--- src/rtl/multicycle_proc_if.sv ---
// Shared memory port of the multi-cycle core.
// One req/ready channel carries both instruction fetches and data loads and stores.
//   mem_req   : access request, driven by the core
//   mem_we    : 1 = store, 0 = read
//   mem_addr  : word-aligned byte address
//   mem_wdata : store data
//   mem_rdata : read data, valid while mem_ready is high
//   mem_ready : the access completes at the next rising edge
// The master modport belongs to the core; the slave modport belongs to the memory model.
interface multicycle_proc_if #(
  parameter int ADDR_W = 32
) ();
  logic              mem_req;
  logic              mem_we;
  logic [ADDR_W-1:0] mem_addr;
  logic [31:0]       mem_wdata;
  logic [31:0]       mem_rdata;
  logic              mem_ready;

  modport master (
    output mem_req, mem_we, mem_addr, mem_wdata,
    input  mem_rdata, mem_ready
  );

  modport slave (
    input  mem_req, mem_we, mem_addr, mem_wdata,
    output mem_rdata, mem_ready
  );
endinterface

--- src/rtl/multicycle_proc.sv ---
// Multi-cycle MIPS-subset core: add/sub/and/or/slt, addi/ori, lw/sw, beq and j.
// A FETCH/DECODE/EXEC/MEM/WB/HALT state machine sequences each instruction.
// All fetch and data traffic goes through one shared req/ready memory port.
//   CLK     : rising-edge clock
//   Reset   : synchronous, active-high reset
//   startPC : PC value loaded while Reset is high
//   mem     : shared memory port (master side)
//   dmemOut : last register-file write value, or the last store data
//   retire  : one-cycle pulse in the cycle after an instruction finishes
//   halted  : the core is in HALT
module multicycle_proc #(
  parameter int ADDR_W       = 32,
  parameter bit ILLEGAL_HALT = 1'b1,
  parameter bit TRAP_ON_OVF  = 1'b0
) (
  input  logic                CLK,
  input  logic                Reset,
  input  logic [ADDR_W-1:0]   startPC,
  multicycle_proc_if.master   mem,
  output logic [31:0]         dmemOut,
  output logic                retire,
  output logic                halted
);

  typedef enum logic [2:0] {FETCH, DECODE, EXEC, MEM, WB, HALT} state_t;

  state_t            state_q, state_d;
  logic [ADDR_W-1:0] pc_q;
  logic [31:0]       instr_q, regA_q, regB_q, result_q, dmemOut_q;
  logic              retire_q, retire_d, run_q;
  logic [31:0]       regFile_q [32];

  logic [5:0]  opcode, funct;
  logic [4:0]  rsIdx, rtIdx, rdIdx, destIdx;
  logic [31:0] immSext, immZext, memAddrCalc, aluRes;
  logic        isRType, isLw, isSw, isBeq, isJ, memOp;
  logic        legalOp, overflow, illegal;

  assign opcode      = instr_q[31:26];
  assign rsIdx       = instr_q[25:21];
  assign rtIdx       = instr_q[20:16];
  assign rdIdx       = instr_q[15:11];
  assign funct       = instr_q[5:0];
  assign immSext     = {{16{instr_q[15]}}, instr_q[15:0]};
  assign immZext     = {16'h0000, instr_q[15:0]};
  assign isRType     = (opcode == 6'd0);
  assign isLw        = (opcode == 6'd35);
  assign isSw        = (opcode == 6'd43);
  assign isBeq       = (opcode == 6'd4);
  assign isJ         = (opcode == 6'd2);
  assign memOp       = isLw | isSw;
  assign destIdx     = isRType ? rdIdx : rtIdx;
  assign memAddrCalc = regA_q + immSext;
  assign illegal     = !legalOp || (memOp && (memAddrCalc[1:0] != 2'b00));

  // ALU and instruction legality. Overflow is the usual signed rule: the
  // operands agree in sign (after negating the subtrahend) but the result does not.
  always_comb begin
    aluRes   = 32'h0000_0000;
    overflow = 1'b0;
    legalOp  = 1'b1;
    if (isRType) begin
      case (funct)
        6'd32: begin
          aluRes   = regA_q + regB_q;
          overflow = (regA_q[31] == regB_q[31]) && (aluRes[31] != regA_q[31]);
        end
        6'd34: begin
          aluRes   = regA_q - regB_q;
          overflow = (regA_q[31] != regB_q[31]) && (aluRes[31] != regA_q[31]);
        end
        6'd36:   aluRes = regA_q & regB_q;
        6'd37:   aluRes = regA_q | regB_q;
        6'd42:   aluRes = {31'd0, $signed(regA_q) < $signed(regB_q)};
        default: legalOp = 1'b0;
      endcase
    end else begin
      case (opcode)
        6'd8: begin
          aluRes   = regA_q + immSext;
          overflow = (regA_q[31] == immSext[31]) && (aluRes[31] != regA_q[31]);
        end
        6'd13:        aluRes = regA_q | immZext;
        6'd35, 6'd43: aluRes = memAddrCalc;
        6'd4, 6'd2:   aluRes = 32'h0000_0000;
        default:      legalOp = 1'b0;
      endcase
    end
  end

  // State register.
  always_ff @(posedge CLK) begin
    if (Reset) begin
      state_q <= FETCH;
    end else begin
      state_q <= state_d;
    end
  end

  // Next-state logic. retire_d marks the last cycle of an instruction, so the
  // registered retire pulse lands in the cycle after it. FETCH waits for run_q
  // so that no request is issued in the cycle right after a reset edge.
  always_comb begin
    state_d  = state_q;
    retire_d = 1'b0;
    case (state_q)
      FETCH: begin
        if (run_q && mem.mem_ready) state_d = DECODE;
      end
      DECODE: state_d = EXEC;
      EXEC: begin
        if (illegal) begin
          state_d  = ILLEGAL_HALT ? HALT : FETCH;
          retire_d = !ILLEGAL_HALT;
        end else if (memOp) begin
          state_d = MEM;
        end else if (isBeq || isJ) begin
          state_d  = FETCH;
          retire_d = 1'b1;
        end else if (TRAP_ON_OVF && overflow) begin
          state_d = HALT;
        end else begin
          state_d = WB;
        end
      end
      MEM: begin
        if (mem.mem_ready) begin
          state_d  = isSw ? FETCH : WB;
          retire_d = isSw;
        end
      end
      WB: begin
        state_d  = FETCH;
        retire_d = 1'b1;
      end
      HALT:    state_d = HALT;
      default: state_d = HALT;
    endcase
  end

  // Datapath registers. result_q doubles as the memory data register: lw
  // captures its read data there, and WB writes result_q for both ALU ops and loads.
  always_ff @(posedge CLK) begin
    if (Reset) begin
      pc_q      <= startPC;
      instr_q   <= '0;
      regA_q    <= '0;
      regB_q    <= '0;
      result_q  <= '0;
      dmemOut_q <= '0;
      retire_q  <= 1'b0;
      run_q     <= 1'b0;
      for (int i = 0; i < 32; i++) regFile_q[i] <= '0;
    end else begin
      run_q    <= 1'b1;
      retire_q <= retire_d;
      case (state_q)
        FETCH: begin
          if (run_q && mem.mem_ready) begin
            instr_q <= mem.mem_rdata;
            pc_q    <= pc_q + ADDR_W'(4);
          end
        end
        DECODE: begin
          regA_q <= regFile_q[rsIdx];
          regB_q <= regFile_q[rtIdx];
        end
        EXEC: begin
          result_q <= aluRes;
          if (!illegal && isBeq && (regA_q == regB_q)) begin
            pc_q <= pc_q + ADDR_W'($signed({immSext[29:0], 2'b00}));
          end else if (!illegal && isJ) begin
            pc_q <= (pc_q & ~ADDR_W'(28'hFFF_FFFF)) | ADDR_W'({instr_q[25:0], 2'b00});
          end
        end
        MEM: begin
          if (mem.mem_ready) begin
            if (isSw) dmemOut_q <= regB_q;
            else      result_q  <= mem.mem_rdata;
          end
        end
        WB: begin
          if (destIdx != 5'd0) regFile_q[destIdx] <= result_q;
          dmemOut_q <= result_q;
        end
        default: ;
      endcase
    end
  end

  assign mem.mem_req   = run_q && ((state_q == FETCH) || (state_q == MEM));
  assign mem.mem_we    = (state_q == MEM) && isSw;
  assign mem.mem_addr  = (state_q == MEM) ? ADDR_W'(memAddrCalc) : pc_q;
  assign mem.mem_wdata = regB_q;
  assign dmemOut       = dmemOut_q;
  assign retire        = retire_q;
  assign halted        = (state_q == HALT);

endmodule

--- src/flat_wrapper.sv ---
// flat-port wrapper written by rule: the top's interface ports become plain ports
module multicycle_proc_flat 
#(
  parameter int ADDR_W       = 32,
  parameter bit ILLEGAL_HALT = 1'b1,
  parameter bit TRAP_ON_OVF  = 1'b0
)
  (CLK, Reset, startPC, dmemOut, retire, halted, mem_mem_req, mem_mem_we, mem_mem_addr, mem_mem_wdata, mem_mem_rdata, mem_mem_ready);
  multicycle_proc_if #(.ADDR_W(ADDR_W)) mem_i ();
  input  logic CLK;
  input  logic Reset;
  input  logic [ADDR_W-1:0] startPC;
  output logic [31:0] dmemOut;
  output logic retire;
  output logic halted;
  output wire logic [$bits(mem_i.mem_req)-1:0] mem_mem_req;
  output wire logic [$bits(mem_i.mem_we)-1:0] mem_mem_we;
  output wire logic [$bits(mem_i.mem_addr)-1:0] mem_mem_addr;
  output wire logic [$bits(mem_i.mem_wdata)-1:0] mem_mem_wdata;
  input wire logic [$bits(mem_i.mem_rdata)-1:0] mem_mem_rdata;
  input wire logic [$bits(mem_i.mem_ready)-1:0] mem_mem_ready;
  assign mem_mem_req = mem_i.mem_req;
  assign mem_mem_we = mem_i.mem_we;
  assign mem_mem_addr = mem_i.mem_addr;
  assign mem_mem_wdata = mem_i.mem_wdata;
  assign mem_i.mem_rdata = mem_mem_rdata;
  assign mem_i.mem_ready = mem_mem_ready;
  multicycle_proc #(.ADDR_W(ADDR_W), .ILLEGAL_HALT(ILLEGAL_HALT), .TRAP_ON_OVF(TRAP_ON_OVF)) u_core (.CLK(CLK), .Reset(Reset), .startPC(startPC), .mem(mem_i), .dmemOut(dmemOut), .retire(retire), .halted(halted));
endmodule
--- config.mk ---
export PLATFORM = sky130hd
export DESIGN_NAME = multicycle_proc_flat
export DESIGN_NICKNAME = d
export VERILOG_FILES = /design/src/rtl/multicycle_proc_if.sv /design/src/rtl/multicycle_proc.sv /design/src/flat_wrapper.sv
export SDC_FILE = /design/constraint.sdc
export NUM_CORES = 2
export LEC_CHECK = 0
export ABC_CLOCK_PERIOD_IN_PS = 5500
export CORE_ASPECT_RATIO = 0.9
export CORE_MARGIN = 2
export CORE_UTILIZATION = 55
export CTS_BUF_LIST = sky130_fd_sc_hd__clkbuf_2 sky130_fd_sc_hd__clkbuf_4 sky130_fd_sc_hd__clkbuf_8
export CTS_CLUSTER_DIAMETER = 150
export CTS_CLUSTER_SIZE = 25
export DETAILED_ROUTE_END_ITERATION = 7
export PLACE_DENSITY = 0.79
export REMOVE_ABC_BUFFERS = 1
export SYNTH_ARGS = -nofsm -noshare
export SYNTH_HDL_FRONTEND = slang
export SYNTH_SLANG_ARGS = --single-unit
--- constraint.sdc ---
create_clock -name CLK -period 5.5 [get_ports CLK]
set_input_delay 0.55 -clock CLK [delete_from_list [all_inputs] [get_ports CLK]]
set_output_delay 0.55 -clock CLK [all_outputs]
set_load 0.03 [all_outputs]
==> flow_metrics.env <==
export IMPL_status="finished with violations"
export IMPL_failed_checks="DRC, capacitance limit, slew limit"
export IMPL_finalClockSkew_ns=0.0629
export IMPL_hold_ws_ns=0.0819
export IMPL_die_area_sq_um=133000
export IMPL_grt_use_total_pct=34.5
export IMPL_holdPathEnd="u_core.instr_q[4]"
export IMPL_cts_num_sinks=1221
export IMPL_arrival_ns=4.68
export IMPL_crit_type="flop to output port"
export IMPL_r2r_end="u_core.regFile_q[24][7]"
export IMPL_drive_gt1_share_pct=19.0
export IMPL_vdd_ir_drop_max_v=0.000277
export IMPL_grt_start_max_net_pins=129
export IMPL_static_leakage_nw=26.2
export IMPL_switching_power_mw=6.01
export IMPL_dr_pass1_iters=8
export IMPL_fin_setup_tns_ns=0
export IMPL_vias_per_cell=6.98
export IMPL_clkLatencyLatePin_ns=0.88
export IMPL_library_cell_with_the_highest_instance_count_after_synthesis="sky130_fd_sc_hd__edfxtp_1"
export IMPL_syn_area_per_cell_sq_um=12.9
export IMPL_fin_nets=5735
export IMPL_grt_pass1_vias=49200
export IMPL_tritoncts_num_buffers=54
export IMPL_coreArea_sq_um=129000
export IMPL_dominantRegCellSynth="sky130_fd_sc_hd__edfxtp_1"
export IMPL_post_synth_instance_area_sq_um=71400
export IMPL_r2r_slack_ns=0.64
export IMPL_multi_input_comb_area_sq_um=34600
export IMPL_ys_warn_count=0
export IMPL_synthDominantCellAreaShare_pct=44.4
export IMPL_post_drt_wl_per_cell_um=32.0
export IMPL_clock_tree_from_tritoncts="done"
export IMPL_synth_ff_latch_count=1221
export IMPL_sw_frac_of_total_pct=31.1
export IMPL_timing_final_ws_setup_ns=0.269
export IMPL_total_wirelength_of_the_detailed_routed_design_um=231000
export IMPL_setup_worst_path_end_class="output port"
export IMPL_routed_via_count=50500
export IMPL_netlist_top_cells_count="sky130_fd_sc_hd__edfxtp_1 (1056), sky130_fd_sc_hd__and2_1 (1008), sky130_fd_sc_hd__mux4_2 (640)"
export IMPL_synth_seq_area_share_pct=49.0
export IMPL_h_tree_level_count=2
export IMPL_critical_path_reg2reg_startpoint="u_core.instr_q[31]"
export IMPL_max_cap_violations=1
export IMPL_timing_max_transition_violations_final=34
export IMPL_power_mw=19.3
export IMPL_proportion_of_power_drawn_by_flip_flops_and_latches_pct=56.2
export IMPL_hold_depth=2
export IMPL_tightest_pin_transition_ns=1.50
export IMPL_synth_distinct_cells=88
export IMPL_worstHoldPathType="input port to flop"
export IMPL_final_seq_area_sq_um=35000
export IMPL_post_route_drc_count=3
export IMPL_synth_top_cells_by_area="sky130_fd_sc_hd__edfxtp_1 (44%), sky130_fd_sc_hd__mux4_2 (20%), sky130_fd_sc_hd__and2_1 (8.8%), sky130_fd_sc_hd__dfxtp_1 (4.6%), sky130_fd_sc_hd__ha_1 (3.3%)"
export IMPL_floorplan_initialDensity_pct=55.3
export IMPL_p_comb_share_pct=22.7
export IMPL_grt_setup_unrepaired="no"
export IMPL_hpwl_after_detailed_placement_um=155000
export IMPL_r2r_worst_path_cells=8
export IMPL_area_growth_synth_to_final_pct=7.62
export IMPL_cts_root_buf="sky130_fd_sc_hd__clkbuf_8"
export IMPL_critPathRequiredTime_ns=4.95
export IMPL_power_share_clock_pct=21.1
export IMPL_timing_final_crit_share_pct=95.1
export IMPL_placed_cells_incl_taps=7133
export IMPL_timing_final_hold_violations=0
export IMPL_die_width_um=384
export IMPL_n_fill_cell=9941
export IMPL_site_row_count=125
export IMPL_ys_async_sr_fraction_pct=0
export IMPL_worst_setup_hold_path_clk_slew_ns=0.18
export IMPL_global_route_wire_length_before_repair_um=334000
export IMPL_pre_cts_slack_ns=0.862
export IMPL_final_period_minus_worst_setup_slack_ns=5.23
export IMPL_grt_overflow_total=0
export IMPL_cts_path_max_buffers=3
export IMPL_ant_nets=0
export IMPL_p_per_area_nw_per_um2=251
export IMPL_timing_fmax_mhz=191
export IMPL_max_slew_margin_pct=-0.378
export IMPL_power_report_internal_total_mw=13.3
export IMPL_place_congestion=0.995
export IMPL_post_synth_edffs=1056
export IMPL_hp_start="Reset"
export IMPL_timing_critical_path_from_type="flop"
export IMPL_peak_fanout_along_the_critical_path=5
export IMPL_setup_violations=0
export IMPL_synth_cells=5544
export IMPL_die_height_um=346
export IMPL_fin_cells=7227
export IMPL_drt_first_iter_violations=7619
export IMPL_synth_area_leader_cell="sky130_fd_sc_hd__edfxtp_1"
export IMPL_ioPinCount=167
export IMPL_cts_hold_buffers_added=0
export IMPL_grt_antenna_before_repair=13
export IMPL_io_buffer_count=166
[power groups by stage]
stage / sequential (mW) / clock [mW] / combinational (mW)
floorplan: 11.1 / 0 / 2.75
global placement: 11.0 / 0 / 4.21
detailed placement: 11.0 / 0 / 4.25
CTS: 10.8 / 4.07 / 4.26
global route: 10.9 / 4.29 / 4.61
finish: 10.9 / 4.07 / 4.39
[metal layers]
layer | routed length [um] | global-route usage [%] | up-vias
li1 | - | - | 20700
met1 | 81200 | 46.2 | 25100
met2 | 104000 | 52.7 | 4026
met3 | 33600 | 9.77 | 674
met4 | 11900 | 15.1 | 8
met5 | 48 | 0 | -
[final cells by class]
cell class / instances / share of cell area, %
clock buffer: 84 / 1.26
clock inverter: 4 / 0.0961
multi-input combinational: 3724 / 45.0
tap: 1714 / 2.79
timing repair buffer: 348 / 4.62
antenna: 5 / 0.0163
sequential: 1221 / 45.6
inverter: 127 / 0.622
[worst max-delay path, stage by stage, from the launching register on]
cell and delay (ns):
sky130_fd_sc_hd__dfxtp_1 0.37, sky130_fd_sc_hd__ha_1 0.23, sky130_fd_sc_hd__fa_1 0.44, sky130_fd_sc_hd__a211oi_1 0.33, sky130_fd_sc_hd__o211ai_1 0.21, sky130_fd_sc_hd__a221oi_4 0.42
sky130_fd_sc_hd__o41ai_4 0.18, sky130_fd_sc_hd__a21o_1 0.22, sky130_fd_sc_hd__a21oi_1 0.17, sky130_fd_sc_hd__xor2_1 0.14, sky130_fd_sc_hd__o21ai_0 0.36, sky130_fd_sc_hd__clkdlybuf4s50_1 0.75
[registers in the layout (all words and copies together), names as in the netlist]
| signal | flops |
|---|---|
| u_core.instr_q | 32 |
| u_core.retire | 1 |
| u_core.regFile_q | 1024 |
| u_core.run_q | 1 |
| u_core.dmemOut | 32 |
| u_core.pc_q | 32 |
| u_core.regA_q | 32 |
| u_core.mem.mem_wdata | 32 |
| u_core.result_q | 32 |
| u_core.state_q | 3 |
[per-stage QoR]
step           instance area (sq um)  utilization [%]
2_1_floorplan                  69600                -
3_3_place_gp                   75700             58.7
3_5_place_dp                   75700             58.7
4_1_cts                        76800             59.5
5_1_grt                        76800             59.6
6_report                       76900             59.6
[timing repair]
item                       in CTS  in global routing
gates resized for setup         2                  6
pin swaps                       0                  1
setup endpoints to repair       3                  5
setup buffers                   0                  1
[cell usage in the layout (no fill, tap or decap), drive strengths merged, types with 21 or more instances in the layout]
cell type and n:
buf 194, a21o 36, nand3 39, xor2 36, inv 124, conb 32, a21oi 249, edfxtp 1056
nand4 22, nand2b 23, xnor2 76, nand2 257, o21ai 197, ha 188, nor3 45, clkdlybuf4s50 152
mux2i 73, a221oi 23, o211ai 30, nor4 25, o22ai 21, nor2 329, mux4 640, a211oi 129
dfxtp 165, clkbuf 84, and2 1009
[cells by family (layout without fill, tap and decap cells)]
kind of cell | Yosys count | after routing | synth area share, %
multiplexers | 722 | 722 | 21.3
other | 1 | 37 | 0.00525
XOR/XNOR | 112 | 112 | 1.37
adder cells (fa/ha/maj) | 193 | 193 | 3.42
AO/OA/AOI/OAI | 840 | 840 | 7.47
buffers and inverters | 630 | 563 | 3.39
AND/OR/NAND/NOR | 1825 | 1825 | 14.0
flip-flops | 1221 | 1221 | 49.0
[how the worst max path moves through the flow]
stage                  startpoint                       to  slack, ns  depth (start not counted)
2_1_floorplan  u_core.instr_q[16]  u_core.regFile_q[23][0]      -9.43                          3
3_3_place_gp    u_core.instr_q[2]         mem_mem_addr[28]       0.78                         12
3_5_place_dp    u_core.instr_q[3]         mem_mem_addr[28]       0.86                         12
4_1_cts         u_core.instr_q[3]         mem_mem_addr[28]       0.10                         12
5_1_grt          u_core.regA_q[0]         mem_mem_addr[16]      0.002                         13
6_report         u_core.regA_q[0]         mem_mem_addr[20]       0.27                         11
No activity file was read; power rests on OpenSTA's default activity.
